### src/rtl/adc_serial_responder_pkg.sv
// ---------------------------------------------------------------------------
// adc_serial_responder_pkg
// Shared definitions for the ambient-light ADC responder:
//   - state_t       : responder frame state machine encoding
//   - SYNC_STAGES   : depth of the input synchronizers for cs / sclk
//   - DEF_*         : default frame geometry (8-bit sample, 3 leading zeros,
//                     16-bit frame, 8-bit completed-frame counter)
// ---------------------------------------------------------------------------
package adc_serial_responder_pkg;

    typedef enum logic [1:0] {
        IDLE  = 2'd0,
        SHIFT = 2'd1,
        DONE  = 2'd2
    } state_t;

    localparam int SYNC_STAGES    = 2;
    localparam int DEF_DATA_WIDTH = 8;
    localparam int DEF_LEAD_BITS  = 3;
    localparam int DEF_FRAME_BITS = 16;
    localparam int DEF_CNT_WIDTH  = 8;

endpackage

### src/rtl/adc_serial_responder_sync_edge_detect.sv
// ---------------------------------------------------------------------------
// sync_edge_detect
// Multi-stage synchronizer for an asynchronous pin followed by a registered
// edge detector producing one-cycle rise/fall pulses.
// Ports:
//   clk   in  system clock
//   rst   in  asynchronous active-low reset
//   din   in  asynchronous input pin
//   rise  out one-cycle pulse, synchronized din went 0 -> 1
//   fall  out one-cycle pulse, synchronized din went 1 -> 0
// Parameters:
//   STAGES    synchronizer depth (>= 2)
//   RESET_VAL value the whole chain holds during reset (idle pin level)
// ---------------------------------------------------------------------------
module sync_edge_detect #(
    parameter int   STAGES    = 2,
    parameter logic RESET_VAL = 1'b0
) (
    input  logic clk,
    input  logic rst,
    input  logic din,
    output logic rise,
    output logic fall
);

    logic [STAGES-1:0] sync_reg;
    logic              prev_reg;
    logic [STAGES:0]   primed_reg;
    logic              rise_reg;
    logic              fall_reg;

    generate
        for (genvar gi = 0; gi < STAGES; gi++) begin : g_stage
            if (gi == 0) begin : g_first
                always_ff @(posedge clk or negedge rst) begin
                    if (!rst) sync_reg[gi] <= RESET_VAL;
                    else      sync_reg[gi] <= din;
                end
            end else begin : g_next
                always_ff @(posedge clk or negedge rst) begin
                    if (!rst) sync_reg[gi] <= RESET_VAL;
                    else      sync_reg[gi] <= sync_reg[gi-1];
                end
            end
        end
    endgenerate

    // primed_reg fills with ones after reset release. Edges are suppressed
    // until the chain holds only real pin samples, so a pin that sits away
    // from RESET_VAL across reset release does not fake an edge.
    always_ff @(posedge clk or negedge rst) begin
        if (!rst) begin
            prev_reg   <= RESET_VAL;
            primed_reg <= '0;
            rise_reg   <= 1'b0;
            fall_reg   <= 1'b0;
        end else begin
            prev_reg   <= sync_reg[STAGES-1];
            primed_reg <= {primed_reg[STAGES-1:0], 1'b1};
            rise_reg   <= primed_reg[STAGES] &  sync_reg[STAGES-1] & ~prev_reg;
            fall_reg   <= primed_reg[STAGES] & ~sync_reg[STAGES-1] &  prev_reg;
        end
    end

    assign rise = rise_reg;
    assign fall = fall_reg;

endmodule

### src/rtl/adc_serial_responder.sv
// ---------------------------------------------------------------------------
// adc_serial_responder
// Emulates the 8-bit ambient-light ADC on a cs/sclk/sdata serial link.
// On a cs fall it shifts out {LEAD_BITS zeros, sample, trailing zeros},
// MSB first, advancing one bit per sclk fall; the master samples on sclk rise.
// Ports:
//   clk          in   system clock
//   rst          in   asynchronous active-low reset
//   cs           in   active-low chip select (async to clk)
//   sclk         in   serial clock (async to clk), idles low
//   sdata        out  serial data, MSB first
//   sample       in   sample value for subsequent frames
//   sample_we    in   write strobe for the holding register
//   busy         out  frame in progress (SHIFT or DONE)
//   frame_done   out  one-cycle pulse after FRAME_BITS sclk rises
//   frame_abort  out  one-cycle pulse when cs rises mid-frame
//   frame_count  out  completed-frame counter, wraps
// ---------------------------------------------------------------------------
module adc_serial_responder
    import adc_serial_responder_pkg::*;
#(
    parameter int DATA_WIDTH = DEF_DATA_WIDTH,
    parameter int LEAD_BITS  = DEF_LEAD_BITS,
    parameter int FRAME_BITS = DEF_FRAME_BITS,
    parameter int CNT_WIDTH  = DEF_CNT_WIDTH
) (
    input  logic                  clk,
    input  logic                  rst,
    input  logic                  cs,
    input  logic                  sclk,
    output logic                  sdata,
    input  logic [DATA_WIDTH-1:0] sample,
    input  logic                  sample_we,
    output logic                  busy,
    output logic                  frame_done,
    output logic                  frame_abort,
    output logic [CNT_WIDTH-1:0]  frame_count
);

    // FRAME_BITS - LEAD_BITS - DATA_WIDTH must not be negative.
    localparam int TRAIL_BITS = FRAME_BITS - LEAD_BITS - DATA_WIDTH;
    localparam int BIT_CNT_W  = $clog2(FRAME_BITS + 1);

    logic cs_rise, cs_fall, sclk_rise, sclk_fall;

    sync_edge_detect #(.STAGES(SYNC_STAGES), .RESET_VAL(1'b1)) u_cs_sync (
        .clk  (clk),
        .rst  (rst),
        .din  (cs),
        .rise (cs_rise),
        .fall (cs_fall)
    );

    sync_edge_detect #(.STAGES(SYNC_STAGES), .RESET_VAL(1'b0)) u_sclk_sync (
        .clk  (clk),
        .rst  (rst),
        .din  (sclk),
        .rise (sclk_rise),
        .fall (sclk_fall)
    );

    state_t                  state_reg, state_next;
    logic [DATA_WIDTH-1:0]   hold_reg;
    logic [FRAME_BITS-1:0]   shift_reg, shift_next;
    logic [BIT_CNT_W-1:0]    bit_cnt_reg, bit_cnt_next;
    logic [CNT_WIDTH-1:0]    frame_count_reg, frame_count_next;
    logic                    frame_done_reg, frame_done_next;
    logic                    frame_abort_reg, frame_abort_next;
    logic [FRAME_BITS-1:0]   frame_load;

    // Sample zero-extended to the frame width then moved up past the
    // trailing zeros; the leading zeros fall out of the zero-extension.
    assign frame_load = FRAME_BITS'(hold_reg) << TRAIL_BITS;

    // The shift register loads from the registered hold value, so a write in
    // the same cycle as the cs-fall load only affects the next frame.
    always_ff @(posedge clk or negedge rst) begin
        if (!rst) begin
            hold_reg <= '0;
        end else if (sample_we) begin
            hold_reg <= sample;
        end
    end

    always_ff @(posedge clk or negedge rst) begin
        if (!rst) begin
            state_reg       <= IDLE;
            shift_reg       <= '0;
            bit_cnt_reg     <= '0;
            frame_count_reg <= '0;
            frame_done_reg  <= 1'b0;
            frame_abort_reg <= 1'b0;
        end else begin
            state_reg       <= state_next;
            shift_reg       <= shift_next;
            bit_cnt_reg     <= bit_cnt_next;
            frame_count_reg <= frame_count_next;
            frame_done_reg  <= frame_done_next;
            frame_abort_reg <= frame_abort_next;
        end
    end

    always_comb begin
        state_next       = state_reg;
        shift_next       = shift_reg;
        bit_cnt_next     = bit_cnt_reg;
        frame_count_next = frame_count_reg;
        frame_done_next  = 1'b0;
        frame_abort_next = 1'b0;

        case (state_reg)
            IDLE: begin
                if (cs_fall) begin
                    shift_next   = frame_load;
                    bit_cnt_next = '0;
                    state_next   = SHIFT;
                end
            end
            SHIFT: begin
                if (cs_rise) begin
                    frame_abort_next = 1'b1;
                    state_next       = IDLE;
                end else if (sclk_rise) begin
                    // A rise wins over a simultaneous fall (sync glitch).
                    bit_cnt_next = bit_cnt_reg + 1'b1;
                    if (bit_cnt_next == BIT_CNT_W'(FRAME_BITS)) begin
                        frame_done_next  = 1'b1;
                        frame_count_next = frame_count_reg + 1'b1;
                        state_next       = DONE;
                    end
                end else if (sclk_fall) begin
                    shift_next = {shift_reg[FRAME_BITS-2:0], 1'b0};
                end
            end
            DONE: begin
                if (cs_rise) begin
                    state_next = IDLE;
                end
            end
            default: begin
                state_next = IDLE;
            end
        endcase
    end

    assign sdata       = (state_reg == SHIFT) && shift_reg[FRAME_BITS-1];
    assign busy        = (state_reg != IDLE);
    assign frame_done  = frame_done_reg;
    assign frame_abort = frame_abort_reg;
    assign frame_count = frame_count_reg;

endmodule

### config.mk
export PLATFORM = sky130hd
export DESIGN_NAME = adc_serial_responder
export DESIGN_NICKNAME = d
export VERILOG_FILES = /design/src/rtl/adc_serial_responder_pkg.sv /design/src/rtl/adc_serial_responder_sync_edge_detect.sv /design/src/rtl/adc_serial_responder.sv
export SDC_FILE = /design/constraint.sdc
export NUM_CORES = 1
export LEC_CHECK = 0
export CORE_UTILIZATION = 45
export CTS_BUF_LIST = sky130_fd_sc_hd__clkbuf_4
export CTS_CLUSTER_SIZE = 20
export DETAILED_ROUTE_END_ITERATION = 12
export PLACE_DENSITY = 0.69
export SLEW_MARGIN = 25
export SYNTH_ARGS = -nofsm -noshare
export SYNTH_HDL_FRONTEND = slang
export SYNTH_SLANG_ARGS = --single-unit
export TNS_END_PERCENT = 50
### constraint.sdc
create_clock -name clk -period 4.6 [get_ports clk]
set_input_delay 0.92 -clock clk [delete_from_list [all_inputs] [get_ports clk]]
set_output_delay 0.92 -clock clk [all_outputs]
set_load 0.02 [all_outputs]
==> results of run 1 <==
[metrics by stage]
| step | std cells | cell area (um^2) | setup slack, ns | total power [mW] |
|---|---|---|---|---|
| 2_1_floorplan | 178 | 2020 | 2.61 | 0.645 |
| 3_3_place_gp | 246 | 2290 | 2.15 | 0.685 |
| 3_5_place_dp | 246 | 2290 | 2.11 | 0.699 |
| 4_1_cts | 254 | 2370 | 1.68 | 0.948 |
| 5_1_grt | 254 | 2380 | 1.55 | 0.990 |
| 6_report | 254 | 2380 | 1.71 | 0.934 |
[logic make-up (layout without fill, tap and decap cells)]
| group | Yosys count | in the layout | share of synthesized area |
|---|---|---|---|
| other | 1 | 1 | 0.00186 |
| DFF | 49 | 49 | 0.610 |
| AOI/OAI and AO/OA | 22 | 22 | 0.0676 |
| buffers and inverters | 13 | 39 | 0.0248 |
| muxes | 9 | 9 | 0.0521 |
| and+or+nand+nor | 72 | 72 | 0.186 |
| xor gates and xnor gates | 9 | 9 | 0.0391 |
| adders and majority gates | 3 | 3 | 0.0186 |
[worst max-delay path: stages, from the launching register on]
cell                              delay [ns]
sky130_fd_sc_hd__dfrtp_1                0.45
sky130_fd_sc_hd__nand2b_1               0.37
sky130_fd_sc_hd__nor2_1                 0.18
sky130_fd_sc_hd__clkdlybuf4s50_1        0.62
[area by class of cell]
class,count,area [um^2],area share
clock buffers,6,45.0,0.0189
clock inverters,2,35.0,0.0147
inverters,7,26.3,0.0111
multi-input cells,116,741,0.312
flip-flops and latches,49,1230,0.517
well taps,50,62.6,0.0263
repair buffers,24,238,0.100
[how the worst max path moves through the flow]
stage	start	to	slack, ns
after global routing	state_reg[1]$_DFFE_PN0P_	sdata	1.55
after floorplan	state_reg[1]$_DFFE_PN0P_	sdata	2.61
final	state_reg[1]$_DFFE_PN0P_	sdata	1.71
after CTS	state_reg[1]$_DFFE_PN0P_	sdata	1.68
after detailed placement	state_reg[1]$_DFFE_PN0P_	sdata	2.11
after global placement	state_reg[1]$_DFFE_PN0P_	sdata	2.15
[where the power goes]
group          internal [mW]  switching, mW
Clock                  0.120          0.127
Sequential             0.496         0.0440
Combinational         0.0650         0.0831
[cell usage in the layout, fill, tap and decap left out, types with 2 or more instances in the layout]
master                            Yosys  layout
sky130_fd_sc_hd__a31oi_1              7       7
sky130_fd_sc_hd__and3_1               2       2
sky130_fd_sc_hd__and3b_1              2       2
sky130_fd_sc_hd__clkbuf_4             0       6
sky130_fd_sc_hd__clkdlybuf4s50_1      0      23
sky130_fd_sc_hd__dfrtp_1             46      46
sky130_fd_sc_hd__dfstp_2              3       3
sky130_fd_sc_hd__ha_1                 3       3
sky130_fd_sc_hd__inv_1                7       7
sky130_fd_sc_hd__mux2_2               8       8
sky130_fd_sc_hd__nand2_1             24      24
sky130_fd_sc_hd__nand2b_1             5       5
sky130_fd_sc_hd__nand3_1              8       8
sky130_fd_sc_hd__nand4_1              2       2
sky130_fd_sc_hd__nor2_1              13      13
sky130_fd_sc_hd__nor4_1               7       7
sky130_fd_sc_hd__o21ai_0              9       9
sky130_fd_sc_hd__xnor2_1              3       3
sky130_fd_sc_hd__xor2_1               6       6
[layer usage]
| layer | vias up | routed length (um) | global-route usage |
|---|---|---|---|
| met2 | 29 | 1700 | 0.284 |
| met1 | 657 | 1530 | 0.211 |
| met5 | - | 0 | 0 |
| li1 | 658 | - | - |
| met4 | 0 | 62 | 0.0918 |
| met3 | 7 | 134 | 0.0345 |
==> impl_metrics.xml, run 1 <==
<?xml version="1.0" encoding="UTF-8"?>
<metrics>
  <group name="die">
    <metric name="core" unit="um^2">4140</metric>
    <metric name="ioPinCount" unit="">25</metric>
    <metric name="placementRows" unit="">23</metric>
    <metric name="die-area" unit="um^2">4750</metric>
    <metric name="initial_core_util" unit="">0.487</metric>
    <metric name="die-width" unit="um">69.0</metric>
    <metric name="die_y" unit="um">69.0</metric>
  </group>
  <group name="global_routing">
    <metric name="vias_in_the_first_global_route" unit="">1304</metric>
    <metric name="grtUsageTotal" unit="">0.172</metric>
    <metric name="grt_antenna_before_repair" unit="">0</metric>
    <metric name="grt_start_max_net_pins" unit="">50</metric>
    <metric name="first_pass_grt_wire_length" unit="um">5840</metric>
    <metric name="grt_overflow" unit="">0</metric>
  </group>
  <group name="routing">
    <metric name="antenna_violating_nets_remaining" unit="">0</metric>
    <metric name="routedWlPerCell" unit="um">13.5</metric>
    <metric name="dr.first_iter.drc_count" unit="">84</metric>
    <metric name="detail_route.vias_per_cell" unit="">5.32</metric>
    <metric name="drc" unit="">0</metric>
    <metric name="dr.pass1.iters" unit="">5</metric>
    <metric name="routed_wirelength" unit="um">3430</metric>
    <metric name="via_count" unit="">1351</metric>
  </group>
  <group name="layout">
    <metric name="n_fill_cell" unit="">353</metric>
    <metric name="final_layout_size_suffix_gt1_frac" unit="">0.132</metric>
    <metric name="largest_reg_flops" unit="">11</metric>
    <metric name="number_of_diodes" unit="">0</metric>
    <metric name="finalNetCount" unit="">219</metric>
    <metric name="area_growth" unit="%">17.9</metric>
    <metric name="final_util" unit="">0.574</metric>
  </group>
  <group name="sta">
    <metric name="rsz_0062_raised_after_global_routing" unit="">no</metric>
    <metric name="timing.max_slew.rel_slack" unit="">0.469</metric>
    <metric name="finalHoldViolations" unit="">0</metric>
    <metric name="worst-slew-pin-transition" unit="ns">0.790</metric>
    <metric name="timing.fmax" unit="MHz">346</metric>
    <metric name="final_max_slew_viol_count" unit="">0</metric>
    <metric name="period_minus_slack" unit="ns">2.89</metric>
    <metric name="whs" unit="ns">0.368</metric>
    <metric name="final.setup.tns" unit="ns">0</metric>
    <metric name="final_number_of_setup_violating_endpoints" unit="">0</metric>
    <metric name="finalCritPeriodShare" unit="">0.629</metric>
    <metric name="finalClockSkew" unit="ns">0.0155</metric>
  </group>
  <group name="clocking">
    <metric name="cts_made_buffers" unit="">5</metric>
    <metric name="cts_sinks" unit="">49</metric>
    <metric name="ctsLongestPathBuffers" unit="">2</metric>
    <metric name="clock_tree.root_cell" unit="">sky130_fd_sc_hd__clkbuf_4</metric>
    <metric name="cts.repair.resized" unit="">0</metric>
    <metric name="tritoncts" unit="">done</metric>
    <metric name="htree_num_levels" unit="">2</metric>
    <metric name="post_cts.repair.setup_buffers" unit="">0</metric>
    <metric name="cts.clk_slew.worst_paths" unit="ns">0.14</metric>
    <metric name="clock_latency_on_the_worst_skew_pair" unit="ns">0.36</metric>
    <metric name="cts.hold.buffers_added" unit="">0</metric>
  </group>
  <group name="logic_synthesis">
    <metric name="synth_area_leader_cell" unit="">sky130_fd_sc_hd__dfrtp_1</metric>
    <metric name="post_synth_main_area_contributors" unit="">sky130_fd_sc_hd__dfrtp_1 (57%), sky130_fd_sc_hd__mux2_2 (4.5%), sky130_fd_sc_hd__nand2_1 (4.5%), sky130_fd_sc_hd__dfstp_2 (3.9%), sky130_fd_sc_hd__xor2_1 (2.6%)</metric>
    <metric name="ys_ff_latch" unit="">49</metric>
    <metric name="synth_top_flop_cell" unit="">sky130_fd_sc_hd__dfrtp_1</metric>
    <metric name="syn-cell-area" unit="um^2">2020</metric>
    <metric name="synth_sequential_area_ratio" unit="">0.610</metric>
    <metric name="netlist.area_leader.share" unit="">0.571</metric>
    <metric name="synth_warnings" unit="">0</metric>
    <metric name="netlist_top_cells_count" unit="">sky130_fd_sc_hd__dfrtp_1 (46), sky130_fd_sc_hd__nand2_1 (24), sky130_fd_sc_hd__nor2_1 (13)</metric>
    <metric name="leading_cell_type_by_number_of_instances_after_synthesis" unit="">sky130_fd_sc_hd__dfrtp_1</metric>
    <metric name="postSynthAreaPerCell" unit="um^2">11.3</metric>
    <metric name="synthArstFlopShare" unit="">1.00</metric>
    <metric name="count_of_flip_flops_with_a_built_in_enable_after_synthesis" unit="">0</metric>
    <metric name="post_syn_instances" unit="">178</metric>
    <metric name="yosys.cell_types.count" unit="">35</metric>
    <metric name="syn-num-nets" unit="">194</metric>
  </group>
  <group name="worst_setup_path">
    <metric name="cp_data_required_time" unit="ns">3.68</metric>
    <metric name="critical_path.max_fanout" unit="">13</metric>
    <metric name="r2r_slack" unit="ns">2.59</metric>
    <metric name="worst_r2r_path_depth" unit="">5</metric>
    <metric name="start_kind" unit="">flip-flop</metric>
    <metric name="path_class" unit="">flip-flop to primary output</metric>
    <metric name="reg2reg_from" unit="">bit_cnt_reg[0]$_DFFE_PN0P_</metric>
    <metric name="arrival" unit="ns">1.97</metric>
    <metric name="worstReg2RegEnd" unit="">frame_count[1]$_DFFE_PN0P_</metric>
    <metric name="end_kind" unit="">primary output</metric>
  </group>
  <group name="worst_hold_path">
    <metric name="min_from" unit="">u_cs_sync.sync_reg[0]$_DFF_PN1_</metric>
    <metric name="hold_path_class" unit="">flip-flop to flip-flop</metric>
    <metric name="min_delay_path_depth" unit="">0</metric>
    <metric name="hold_path_end" unit="">u_cs_sync.sync_reg[1]$_DFF_PN1_</metric>
  </group>
  <group name="pwr">
    <metric name="worst_ir_drop_vdd" unit="mV">0.249</metric>
    <metric name="power.static_leakage" unit="nW">1.08</metric>
    <metric name="power.density" unit="nW/um^2">393</metric>
  </group>
  <group name="placement">
    <metric name="placement.io_buffers" unit="">24</metric>
    <metric name="post-dp-hpwl" unit="um">2460</metric>
    <metric name="gp_routability_congestion" unit="">0.726</metric>
  </group>
  <group name="run_status">
    <metric name="status" unit="">completed</metric>
  </group>
  <group name="job">
    <metric name="drv_cap" unit="">0</metric>
  </group>
</metrics>
Power figures use the tool's default switching activity.
==> run 2, diff against run 1 <==
clock period = 2.9 ns   (was 4.6 ns; I/O delays follow)
==> run 2 against run 1 <==
Core utilization shrank 0.24 points. Non-clock buffer count rose by 2. Worst setup slack worse by 1.4 ns. Cell area fell by 0.42%. Critical path depth unchanged. First-iteration DRC count fell by 35%. Power rose by 51%. Clock skew down 0.0022 ns. Worst hold slack lost 0.19 ns. Sequential share of layout area up 0.22 points. Sequential power rose by 58%. Sequential cell count stayed put. Highest routed layer unchanged.
==> impl_metrics.xml, run 2 (synthesized netlist as in run 1, its figures left out) <==
<?xml version="1.0" encoding="UTF-8"?>
<metrics>
  <group name="worst_setup_path">
    <metric name="path_class" unit="">flip-flop to primary output</metric>
    <metric name="r2r_slack" unit="ns">0.91</metric>
    <metric name="arrival" unit="ns">1.99</metric>
    <metric name="end_kind" unit="">primary output</metric>
    <metric name="critPathBufInv" unit="">1</metric>
    <metric name="start_kind" unit="">flip-flop</metric>
    <metric name="critical_path.max_fanout" unit="">13</metric>
    <metric name="worst-path-stages" unit="">3</metric>
    <metric name="worst_r2r_path_depth" unit="">5</metric>
    <metric name="critical_path_destination" unit="">sdata</metric>
    <metric name="timing.critical_path.slowest_stage_cell" unit="">sky130_fd_sc_hd__clkdlybuf4s50_1</metric>
    <metric name="critical_path_cell_sequence" unit="">nand2b_1 &gt; nor2_1 &gt; clkdlybuf4s50_1</metric>
    <metric name="crit_path_max_incr_delay" unit="ns">0.63</metric>
    <metric name="worstReg2RegEnd" unit="">frame_count[1]$_DFFE_PN0P_</metric>
    <metric name="critical_path.top_delay_family" unit="">buffers and inverters</metric>
    <metric name="crit_path_start" unit="">state_reg[1]$_DFFE_PN0P_</metric>
    <metric name="cp_data_required_time" unit="ns">2.32</metric>
    <metric name="reg2reg_from" unit="">bit_cnt_reg[0]$_DFFE_PN0P_</metric>
  </group>
  <group name="routing">
    <metric name="drc" unit="">0</metric>
    <metric name="routedWlPerCell" unit="um">13.2</metric>
    <metric name="routed_wirelength" unit="um">3380</metric>
    <metric name="dr.first_iter.drc_count" unit="">55</metric>
    <metric name="detail_route.vias_per_cell" unit="">5.34</metric>
    <metric name="dr.pass1.iters" unit="">4</metric>
    <metric name="via_count" unit="">1366</metric>
    <metric name="antenna_violating_nets_remaining" unit="">0</metric>
  </group>
  <group name="die">
    <metric name="initial_core_util" unit="">0.487</metric>
    <metric name="die-width" unit="um">69.0</metric>
    <metric name="die-area" unit="um^2">4750</metric>
    <metric name="core" unit="um^2">4140</metric>
    <metric name="placementRows" unit="">23</metric>
    <metric name="ioPinCount" unit="">25</metric>
    <metric name="die_y" unit="um">69.0</metric>
  </group>
  <group name="placement">
    <metric name="dp_worst_setup_slack" unit="ns">0.722</metric>
    <metric name="placement.io_buffers" unit="">24</metric>
    <metric name="gp_routability_congestion" unit="">0.753</metric>
    <metric name="post-dp-hpwl" unit="um">2380</metric>
    <metric name="dpl.cell_count" unit="">248</metric>
  </group>
  <group name="global_routing">
    <metric name="grt_antenna_before_repair" unit="">0</metric>
    <metric name="grt_overflow" unit="">0</metric>
    <metric name="first_pass_grt_wire_length" unit="um">5840</metric>
    <metric name="grtUsageTotal" unit="">0.170</metric>
    <metric name="vias_in_the_first_global_route" unit="">1281</metric>
    <metric name="grt_start_max_net_pins" unit="">50</metric>
  </group>
  <group name="clocking">
    <metric name="clock_tree.root_cell" unit="">sky130_fd_sc_hd__clkbuf_4</metric>
    <metric name="clock_latency_on_the_worst_skew_pair" unit="ns">0.37</metric>
    <metric name="cts.hold.buffers_added" unit="">0</metric>
    <metric name="tritoncts" unit="">done</metric>
    <metric name="cts.clk_slew.worst_paths" unit="ns">0.15</metric>
    <metric name="cts_sinks" unit="">49</metric>
    <metric name="ctsLongestPathBuffers" unit="">2</metric>
    <metric name="cts_made_buffers" unit="">5</metric>
    <metric name="htree_num_levels" unit="">2</metric>
    <metric name="post_cts.repair.setup_buffers" unit="">0</metric>
    <metric name="cts.repair.resized" unit="">0</metric>
  </group>
  <group name="layout">
    <metric name="finish.cell_count_without_fillers" unit="">256</metric>
    <metric name="finalNetCount" unit="">221</metric>
    <metric name="most_common_library_cell_in_the_layout_ignoring_fill_and_taps" unit="">sky130_fd_sc_hd__dfrtp_1</metric>
    <metric name="largest_reg_flops" unit="">11</metric>
    <metric name="number_of_diodes" unit="">0</metric>
    <metric name="final_util" unit="">0.571</metric>
    <metric name="multi_input_comb_area" unit="um^2">737</metric>
    <metric name="area_growth" unit="%">17.4</metric>
    <metric name="layout.area.seq" unit="um^2">1230</metric>
    <metric name="n_fill_cell" unit="">360</metric>
    <metric name="final_layout_size_suffix_gt1_frac" unit="">0.136</metric>
    <metric name="final_cell_mix" unit="">sky130_fd_sc_hd__dfrtp_1 (46), sky130_fd_sc_hd__nand2_1 (24), sky130_fd_sc_hd__clkdlybuf4s50_1 (23), sky130_fd_sc_hd__nor2_1 (13), sky130_fd_sc_hd__o21ai_0 (9)</metric>
  </group>
  <group name="pwr">
    <metric name="power.density" unit="nW/um^2">596</metric>
    <metric name="worst_ir_drop_vdd" unit="mV">0.362</metric>
    <metric name="power.static_leakage" unit="nW">1.08</metric>
    <metric name="design_power_total" unit="mW">1.41</metric>
  </group>
  <group name="sta">
    <metric name="final.setup.tns" unit="ns">0</metric>
    <metric name="rsz_0062_raised_after_global_routing" unit="">no</metric>
    <metric name="finalHoldViolations" unit="">0</metric>
    <metric name="timing.fmax" unit="MHz">389</metric>
    <metric name="final_critical_path_setup_slack" unit="ns">0.331</metric>
    <metric name="timing.max_slew.rel_slack" unit="">0.609</metric>
    <metric name="final_number_of_setup_violating_endpoints" unit="">0</metric>
    <metric name="period_minus_slack" unit="ns">2.57</metric>
    <metric name="finalCritPeriodShare" unit="">0.886</metric>
    <metric name="worst-slew-pin-transition" unit="ns">0.587</metric>
    <metric name="final_max_slew_viol_count" unit="">0</metric>
    <metric name="finalClockSkew" unit="ns">0.0133</metric>
  </group>
  <group name="worst_hold_path">
    <metric name="hold_path_class" unit="">input port to asynchronous set/reset pin</metric>
  </group>
  <group name="job">
    <metric name="drv_cap" unit="">0</metric>
  </group>
  <group name="run_status">
    <metric name="status" unit="">completed</metric>
  </group>
</metrics>
run 2: changes by cell type in the layout (fill, tap and decap cells not counted):
cell,change
sky130_fd_sc_hd__clkinvlp_4,+1
sky130_fd_sc_hd__bufinv_16,-1
sky130_fd_sc_hd__a21oi_2,-1
sky130_fd_sc_hd__buf_4,+2
sky130_fd_sc_hd__a21oi_1,+1
sky130_fd_sc_hd__inv_6,+1
sky130_fd_sc_hd__clkbuf_4,-1
run 2: where the power goes:
group | internal [mW] | switching (mW)
clock network | 0.0964 | 0.220
logic | 0.106 | 0.135
registers | 0.786 | 0.0674
total | 0.988 | 0.422
run 2: worst min path at each step:
stage,start,to,slack (ns),depth (start not counted)
global placement,u_sclk_sync.primed_reg[0]$_DFF_PN0_,u_sclk_sync.primed_reg[1]$_DFF_PN0_,0.34,0
detailed placement,u_sclk_sync.primed_reg[0]$_DFF_PN0_,u_sclk_sync.primed_reg[1]$_DFF_PN0_,0.34,0
CTS,u_sclk_sync.primed_reg[1]$_DFF_PN0_,u_cs_sync.primed_reg[2]$_DFF_PN0_,0.37,0
floorplan,rst,bit_cnt_reg[0]$_DFFE_PN0P_,0.28,0
global route,rst,frame_count[0]$_DFFE_PN0P_,0.22,1
finish,rst,frame_count[5]$_DFFE_PN0P_,0.18,1
run 2: stage by stage:
step | cell area [um^2] | hold WS, ns
final | 2370 | 0.182
after global routing | 2370 | 0.222
after CTS | 2360 | 0.366
after detailed placement | 2310 | 0.339
after global placement | 2310 | 0.337
after floorplan | 2020 | 0.284
run 2: cell type report:
class | instances | share of cell area
clock inverter | 3 | 0.00899
inverter | 7 | 0.0111
timing repair buffer | 26 | 0.107
multi-input combinational | 116 | 0.311
sequential | 49 | 0.520
tap | 50 | 0.0264
clock buffer | 5 | 0.0159
run 2: per-layer routing:
layer	vias to the layer above	share of wire	track usage
met5	-	0	0
met4	0	0.010	0.0536
met3	4	0.035	0.0592
met2	22	0.49	0.267
met1	676	0.47	0.221
li1	664	-	-
